### config.mk
export PLATFORM = sky130hd
export DESIGN_NAME = stopwatch_ctrl
export DESIGN_NICKNAME = d
export VERILOG_FILES = /design/src/rtl/stopwatch_ctrl.sv
export SDC_FILE = /design/constraint.sdc
export NUM_CORES = 1
export LEC_CHECK = 0
export ABC_CLOCK_PERIOD_IN_PS = 4700
export BUFFER_PORTS_ARGS = -buffer_cell sky130_fd_sc_hd__buf_2
export CELL_PAD_IN_SITES_DETAIL_PLACEMENT = 0
export CELL_PAD_IN_SITES_GLOBAL_PLACEMENT = 2
export CORE_MARGIN = 2
export CORE_UTILIZATION = 35
export DETAILED_ROUTE_END_ITERATION = 8
export GPL_TIMING_DRIVEN = 1
export PLACE_DENSITY_LB_ADDON = 0.1
export SLEW_MARGIN = 25
export SYNTH_ARGS = -nofsm -noshare
export SYNTH_HDL_FRONTEND = slang
export SYNTH_SLANG_ARGS = --single-unit
### constraint.sdc
create_clock -name clk -period 4.7 [get_ports clk]
set_input_delay 0.235 -clock clk [delete_from_list [all_inputs] [get_ports clk]]
set_output_delay 0.235 -clock clk [all_outputs]
set_load 0.05 [all_outputs]
### src/rtl/stopwatch_ctrl.sv
// Stopwatch sequencing controller: debounced key commands, IDLE/RUN/PAUSE FSM,
// centisecond counter, display register and lap buffer with recall.
module stopwatch_ctrl #(
   parameter int unsigned DEBOUNCE_CYCLES = 16,
   parameter int unsigned MAX_TIME        = 359999,
   parameter int unsigned LAPS            = 8
) (
   input  logic                      clk,
   input  logic                      rst,
   input  logic                      key3,
   input  logic                      key2,
   input  logic                      key1,
   input  logic                      key0,
   input  logic                      tick,
   output logic [18:0]               time_counter,
   output logic [18:0]               time_display,
   output logic                      counting,
   output logic                      paused,
   output logic                      frozen,
   output logic [$clog2(LAPS):0]     lap_count,
   output logic [$clog2(LAPS)-1:0]   recall_idx
);

   localparam int unsigned IdxW = $clog2(LAPS);
   localparam int unsigned DbW  = $clog2(DEBOUNCE_CYCLES + 1);

   typedef enum logic [1:0] {StIdle, StRun, StPause} state_e;

   // Key path: synchronize, debounce, detect accepted 1->0 edge.
   logic [3:0]     keys_raw;
   logic [3:0]     sync1_q, sync2_q, level_q, level_d, press_q;
   logic [DbW-1:0] db_cnt_q [4];
   logic [DbW-1:0] db_cnt_d [4];

   assign keys_raw = {key3, key2, key1, key0};

   always_comb begin
      for (int i = 0; i < 4; i++) begin
         level_d[i]  = level_q[i];
         db_cnt_d[i] = '0;
         if (sync2_q[i] != level_q[i]) begin
            if (db_cnt_q[i] == DbW'(DEBOUNCE_CYCLES - 1)) begin
               level_d[i] = sync2_q[i];
            end else begin
               db_cnt_d[i] = db_cnt_q[i] + DbW'(1);
            end
         end
      end
   end

   always_ff @(posedge clk or posedge rst) begin
      if (rst) begin
         sync1_q <= '1;
         sync2_q <= '1;
         level_q <= '1;
         press_q <= '0;
         for (int i = 0; i < 4; i++) db_cnt_q[i] <= '0;
      end else begin
         sync1_q <= keys_raw;
         sync2_q <= sync1_q;
         level_q <= level_d;
         press_q <= level_q & ~level_d;
         for (int i = 0; i < 4; i++) db_cnt_q[i] <= db_cnt_d[i];
      end
   end

   // Only the highest-priority event of a cycle survives.
   logic ev3, ev2, ev1, ev0;
   assign ev3 = press_q[3];
   assign ev2 = press_q[2] & ~press_q[3];
   assign ev1 = press_q[1] & ~|press_q[3:2];
   assign ev0 = press_q[0] & ~|press_q[3:1];

   state_e          state_q, state_d;
   logic [18:0]     cnt_q, cnt_d, disp_q, disp_d, cnt_inc;
   logic            frozen_q, frozen_d;
   logic [IdxW:0]   lap_cnt_q, lap_cnt_d, recall_ext;
   logic [IdxW-1:0] recall_q, recall_d;
   logic            lap_we;
   logic [18:0]     lap_mem [LAPS];

   assign cnt_inc    = (cnt_q == 19'(MAX_TIME)) ? '0 : cnt_q + 19'd1;
   assign recall_ext = {1'b0, recall_q} + (IdxW + 1)'(1);

   always_comb begin
      state_d   = state_q;
      cnt_d     = cnt_q;
      disp_d    = disp_q;
      frozen_d  = frozen_q;
      lap_cnt_d = lap_cnt_q;
      recall_d  = recall_q;
      lap_we    = 1'b0;
      unique case (state_q)
         StIdle: begin
            if (ev3) begin
               state_d  = StRun;
               cnt_d    = '0;
               frozen_d = 1'b0;
            end else if (ev1 && lap_cnt_q != '0) begin
               disp_d   = lap_mem[recall_q];
               recall_d = (recall_ext >= lap_cnt_q) ? '0 : recall_ext[IdxW-1:0];
            end else if (ev0) begin
               lap_cnt_d = '0;
               recall_d  = '0;
               disp_d    = '0;
            end
         end
         StRun: begin
            if (ev3) begin
               state_d  = StIdle;
               cnt_d    = '0;
               disp_d   = '0;
               frozen_d = 1'b0;
               recall_d = '0;
            end else if (ev2) begin
               state_d = StPause;
            end else begin
               if (tick) begin
                  cnt_d = cnt_inc;
                  if (!frozen_q) disp_d = cnt_inc;
               end
               // Lap shows the pre-increment value even when a tick lands on it.
               if (ev1) begin
                  frozen_d = 1'b1;
                  disp_d   = cnt_q;
                  if (lap_cnt_q < (IdxW + 1)'(LAPS)) begin
                     lap_we    = 1'b1;
                     lap_cnt_d = lap_cnt_q + (IdxW + 1)'(1);
                  end
               end else if (ev0) begin
                  frozen_d = 1'b0;
                  disp_d   = cnt_d;
               end
            end
         end
         StPause: begin
            if (ev3) begin
               state_d  = StIdle;
               cnt_d    = '0;
               disp_d   = '0;
               frozen_d = 1'b0;
               recall_d = '0;
            end else if (ev2) begin
               state_d = StRun;
            end
         end
         default: state_d = StIdle;
      endcase
   end

   always_ff @(posedge clk or posedge rst) begin
      if (rst) begin
         state_q   <= StIdle;
         cnt_q     <= '0;
         disp_q    <= '0;
         frozen_q  <= 1'b0;
         lap_cnt_q <= '0;
         recall_q  <= '0;
      end else begin
         state_q   <= state_d;
         cnt_q     <= cnt_d;
         disp_q    <= disp_d;
         frozen_q  <= frozen_d;
         lap_cnt_q <= lap_cnt_d;
         recall_q  <= recall_d;
      end
   end

   // Lap storage needs no reset: entries beyond lap_count are never read.
   always_ff @(posedge clk) begin
      if (lap_we) lap_mem[lap_cnt_q[IdxW-1:0]] <= cnt_q;
   end

   assign time_counter = cnt_q;
   assign time_display = disp_q;
   assign counting     = (state_q != StIdle);
   assign paused       = (state_q == StPause);
   assign frozen       = frozen_q;
   assign lap_count    = lap_cnt_q;
   assign recall_idx   = recall_q;

endmodule

Word-level counts from Yosys, hierarchy flattened
Memories as Yosys holds them, arrays and structs flattened.
Index checks and enable logic that the tools add are counted.
{"block": "totals", "word_cells": 144, "in_bits": 7, "romBits": 0, "ramBits": 152, "latch_bits": 0, "memories": 1, "ff_bits": 84}
{"block": "op_classes", "bitwise": 6, "muxes": 65, "div": 0, "n_shift": 0, "order_cmp": 2, "reduce_logical": 20, "multipliers": 0, "addsub": 7, "eq_ne": 29}
{"name": "lap_mem", "depth": 8, "word_bits": 19, "rd": 1, "rd_ports_with_merged_regs": 0, "write_ports": 1, "line_no": "80", "source": "logic [18:0] lap_mem [LAPS];"}
{"cell": "$mux W19", "n": 14}
{"cell": "$pmux W19 S3", "n": 1}
{"cell": "$mux W5", "n": 8}
{"cell": "$pmux W19 S2", "n": 1}
{"cell": "$mux W4", "n": 7}
{"cell": "$add A5 B1 Y5 const B", "n": 4}
{"cell": "$eq A5 B4 Y1 const B", "n": 4}
{"cell": "$mux W1", "n": 20}
{"cell": "$add A19 B1 Y19 const B", "n": 1}
{"cell": "$eq A19 B19 Y1 const B", "n": 1}
{"cell": "$ne A2 B2 Y1 const B", "n": 8}
{"cell": "$mux W3", "n": 5}
{"cell": "$mux W2", "n": 5}
{"cell": "$ne A5 B5 Y1 const B", "n": 2}
{"cell": "$ne A3 B3 Y1 const B", "n": 3}
{"cell": "$pmux W4 S2", "n": 1}
{"cell": "$reduce_and A4 Y1", "n": 2}
{"cell": "$reduce_and A8 Y1", "n": 1}
{"cell": "$reduce_bool A2 Y1", "n": 4}
{"cell": "$reduce_and A7 Y1", "n": 1}
{"cell": "$ne A2 B1 Y1 const B", "n": 3}
{"cell": "$pmux W2 S3", "n": 1}
{"cell": "$pmux W3 S2", "n": 1}
{"cell": "$reduce_and A3 Y1", "n": 2}
{"cell": "21 further kinds", "n": 29}

Depth between registers and ports, before layout
{"block": "logic_depth", "ltp_word": 9, "depth_mapped": 9, "depth_no_buf": 8}

Worst setup path before layout
No wires, ideal clock.
{"block": "synth_path", "path_type": "register to register", "from": "reg state_q[1]", "to": "mem lap_mem[1][0], enable pin", "required_time_ns": 4.281, "stages_incl_launch_ff": 6, "slack_ns": 1.722, "arrival_ns": 2.559, "period_less_slack_ns": 2.978, "n_path_buf": 1, "path_cell_list": "dfrtp_1 inv_1 ha_1 clkbuf_1 nand4_1 nor3_1"}
{"block": "synth_between", "elab_chain_len": 4}
{"element": "start, declared", "line_no": "74", "source": "state_e state_q, state_d;"}
{"element": "start signal, assigned", "line_no": "153", "source": "state_q <= StIdle;"}
{"element": "start signal, assigned", "line_no": "160", "source": "state_q <= state_d;"}
{"element": "$eq A2 B1 Y1", "line_no": "93", "source": "unique case (state_q)"}
{"element": "$mux W1", "line_no": "93"}
{"element": "$mux W1", "line_no": "171", "source": "if (lap_we) lap_mem[lap_cnt_q[IdxW-1:0]] <= cnt_q;"}
{"element": "$mux W1 (implied by the code)", "line_no": "171"}
{"element": "end, declared", "line_no": "80"}
Every way passes these cells.

Final worst setup path
{"block": "layout_path", "from": "reg lap_cnt_q[1], in the netlist lap_count[1]", "to": "reg disp_q[6], in the netlist time_display[6]"}
{"block": "layout_between", "elab_chain_len": 5, "word_cells_on_any_way": 7, "classes_between": "eq/ne (1); mux (3); reduce/logical (3)"}
{"element": "start, declared", "line_no": "77", "source": "logic [IdxW:0] lap_cnt_q, lap_cnt_d, recall_ext;"}
{"element": "start signal, assigned", "line_no": "164", "source": "lap_cnt_q <= lap_cnt_d;"}
{"element": "$reduce_bool A4 Y1 *", "line_no": "99", "source": "end else if (ev1 && lap_cnt_q != '0) begin"}
{"element": "$logic_and A1 B1 Y1 *", "line_no": "99"}
{"element": "$mux W19", "line_no": "99"}
{"element": "$mux W19", "line_no": "95", "source": "if (ev3) begin"}
{"element": "$pmux W19 S3", "line_no": "93"}
{"element": "end signal, assigned", "line_no": "162", "source": "disp_q <= disp_d;"}
{"element": "end, declared", "line_no": "75", "source": "logic [18:0] cnt_q, cnt_d, disp_q, disp_d, cnt_inc;"}
Mark *: on every way between the ends. The rest lies on a longest branch, timed or not. The select of a mux whose other input is x is not followed.
A chain may end at the register's enable or synchronous reset.

==> results.md <==
* Status: complete, no violations
* Cells after Synth at 740
* P&R area growth vs syn at 15.1%
* #FFs+latches synth at 236
* Fin nets at 826
* CP cell instances: inv_1 -> ha_1 -> nor3b_1 -> or3_1 -> or2_0 -> nor2_1 -> a211o_1
* LEAKAGE at 4.41 nW
* Period utilization at 0.673
* Finished Cell Area at 12,100 sq um
* Worst clock skew at 0.0205 ns
* CORE AREA at 29,600 sq um
* Asr flop ratio synth at 0.356
* Final Hold Fails at 0
* Htree depth at 1
* DRT met1 WL at 12,100 microns
* Flop pwr share at 0.517
* Worst-margin pin slew at 1.00 ns
* Clock share of power at 0.462
* CTS tree: built
* Post-CTS Setup Bufs at 0
* Ys Warns at 0
* Buf/Inv on CP at 1
* Die width at 177 microns
* 1st-iter DRT viols at 459
* Synth Area in Adders at 0.0191
* Req. time, crit path at 5.10 ns
* Pwr per Cell Area at 362 nW/um^2
* Final ANT Viol Nets at 0
* Critical path capture point type: flop
* Final wirelength at 28,100 microns
* Cell Rows at 63
* Clock latency on the worst-skew pair at 0.53 ns
* Maxcap violations at 0
* DRC viols at 0
* Reg clk slew, reported paths at 0.07 ns
* Final HPWL DP at 18,300 microns
* Critical Path Stages at 7
* WHS at 0.289 ns
* Worst Path Arrival at 3.57 ns
* Antenna violations before repair at 0
* Routed len/inst at 23.2 microns
* Clock Sinks at 236
* Via count at 6,536
* Xor-xnor portion of the synthesized cell area at 0.0133
* Crit-path leading delay family: simple AND/OR/NAND/NOR gates
* NetSw at 0.913 mW
* Post-synthesis simple-gate area fraction at 0.107
* # IOs at 55
* Internal power at 3.46 mW
* Fmax at 316 MHz
* Startpoint types: flop
* Slowest CP cell: or2_0
* R2r startpoint: lap_count[1]$_DFFE_PP0P_
* Post-layout min period at 3.16 ns
* Top Metal Used: met4
* Hold Path Depth at 4
* Post-DP Area at 11,200 sq um
* Starting Density at 0.355
* RSZ-0062 raised after global routing: no
* Flop2flop setup slack at 1.54 ns
* DRT Pass-1 Iters at 6
* Final Setup Violations at 0
* R2r endpoint: time_display[6]$_DFFE_PP0P_
* Die area at 31,400 sq um
* Post-synth EDFFs at 152
* Clock Tree Root: clkbuf_16
* Vert. Die Dim at 177 microns
* Largest family of logic cells by synthesized area: simple AND/OR/NAND/NOR gates
* Syn nets at 763
* Routability congestion estimate at 0.862
* Fin Setup TNS at 0 ns
* Metal2 WL at 14,100 microns
* Synth Area in Compound Gates at 0.0914
* CTS max path bufs at 3
* IO buf count at 54
* Final Max Tran Viols at 0
* Crit path to: time_display[6]$_DFFE_PP0P_
* Syn_area_per_cell at 14.2 sq um
* Peak VDD IR at 0.000243 V
* Total CTS buffers at 27
* Main flop type after synthesis: edfxtp_1
* Post-synthesis cell area at 10,500 sq um
* First-pass GRT wire length at 42,800 microns
* Pin count of the biggest net entering global routing at 45
* Switch share at 0.209
* Worst Setup SP: lap_count[1]$_DFFE_PP0P_
* GR Overflow Total at 0
* Worst Reg2Reg Path Length in Cells at 7
* DR WL met3 at 1290 microns
* Cell variety after synth at 78
* Number of vias per cell at 5.40
* Vias in the first global route at 6,843
* Register area share after synthesis at 0.636
* Mux cell area share after synthesis at 0.107
* Crit Path Class: reg -> reg
* Slowest stage delay, CP at 0.84 ns
* Hold crit path type: in -> reg
* # diodes at 0
* Pwr Total at 4.38 mW
* Relative slew slack at 0.332
* Logic gate share of total power at 0.021
* Layout cell share with drive strength beyond 1 at 0.234
* Global Route Usage Sum at 0.183
* Worst-path maximum fanout at 11
[state kept, by name (all words and copies together) (netlist names), 2 cells and up]
| name | cells |
|---|---|
| recall_idx | 3 |
| lap_count | 4 |
| lap_mem | 152 |
| time_counter | 19 |
| sync1_q | 4 |
| time_display | 19 |
| state_q | 2 |
| sync2_q | 4 |
| level_q | 4 |
| press_q | 4 |
| db_cnt_q | 20 |
[worst min path at each step]
stage | endpoint | from
floorplan | sync1_q[0]$_DFF_PP1_ | key0
global placement | db_cnt_q[5]$_DFF_PP0_ | rst
detailed placement | db_cnt_q[0]$_DFF_PP0_ | rst
CTS | time_counter[4]$_DFFE_PP0P_ | tick
global route | time_counter[4]$_DFFE_PP0P_ | tick
finish | time_counter[4]$_DFFE_PP0P_ | tick
[power groups by stage]
stage	sequential, mW	clock, mW	combinational (mW)
6_report	2.26	2.02	0.0933
5_1_grt	2.27	2.16	0.103
4_1_cts	2.26	2.07	0.0960
3_5_place_dp	2.30	0	0.0920
3_3_place_gp	2.30	0	0.0900
2_1_floorplan	2.31	0	0.0447
[cell families (layout without fill, tap and decap cells)]
kind of cell               count (synthesis)  count (layout)
xor gates and xnor gates                  16              16
and+or+nand+nor                          212             212
buffers and inverters                     53             134
adders and majority gates                 16              16
AOI/OAI and AO/OA                        143             143
DFF                                      236             236
muxes                                     64              64
[worst min-delay path: stages]
cell and delay, ns:
buf_2 0.24, a21oi_1 0.17, o21ai_0 0.08, o31ai_1 0.06
[Yosys cell counts, drive strengths merged, types with 3 or more instances]
master	instances	area [sq um]
xor2	9	78.8
o31ai	7	52.6
mux4	38	856
o41ai	3	26.3
nor4b	3	26.3
a22o	5	46.3
edfxtp	152	4560
a211o	3	27.5
o21ai	51	255
or4	3	27.5
a41oi	3	26.3
or2	4	27.5
nor4	5	46.3
clkbuf	18	87.6
dfrtp	72	1800
inv	18	67.6
nor2	58	234
nor3	16	91.3
o221ai	3	26.3
a21o	7	52.6
ha	16	200
mux2	6	67.6
or3	3	18.8
and2	3	18.8
mux2i	20	200
nand2	51	191
o21bai	3	22.5
a211oi	3	22.5
nand4	10	83.8
o211ai	4	35.0
nor2b	3	18.8
dfstp	12	315
nor3b	7	52.6
a2bb2oi	4	35.0
xnor2	7	61.3
buf	17	118
and3	10	62.6
nand2b	4	25.0
a21oi	27	135
a22oi	4	30.0
a221o	3	30.0
nand3	22	115
[cell usage in the layout (no fill, tap or decap), drive strengths merged, types with 9 or more instances in the layout]
| master | n |
|---|---|
| and3 | 10 |
| a21oi | 27 |
| nor3 | 16 |
| dfrtp | 72 |
| inv | 18 |
| dfstp | 12 |
| nand4 | 10 |
| clkbuf | 31 |
| nor2 | 58 |
| clkinv | 11 |
| o21ai | 51 |
| nand3 | 22 |
| edfxtp | 152 |
| nand2 | 51 |
| mux2i | 20 |
| ha | 16 |
| buf | 64 |
| xor2 | 9 |
| mux4 | 38 |
[metal layers]
metal / up-vias / track usage
li1: 2982 / -
met1: 3357 / 0.244
met2: 162 / 0.316
met3: 35 / 0.0275
met4: 0 / 0.0406
met5: - / 0
[layout make-up]
class / instances / area, sq um
clock inverters: 16 / 151
well taps: 390 / 488
fillers: 2755 / 17500
multi-input cells: 451 / 3610
flip-flops and latches: 236 / 6680
repair buffers: 69 / 395
clock buffers: 31 / 691
inverters: 18 / 70.1
[stage by stage]
step | instances | utilization | setup WS [ns]
2_1_floorplan | 740 | - | 1.72
3_3_place_gp | 1159 | 0.379 | 1.63
3_5_place_dp | 1159 | 0.379 | 1.53
4_1_cts | 1211 | 0.409 | 1.51
5_1_grt | 1211 | 0.409 | 1.35
6_report | 1211 | 0.409 | 1.54
[what timing repair did]
action,in CTS,in global routing
gates resized for setup,0,0
hold buffers,5,0
endpoints found under the hold margin,32,0
(Power assumes the default switching activity.)
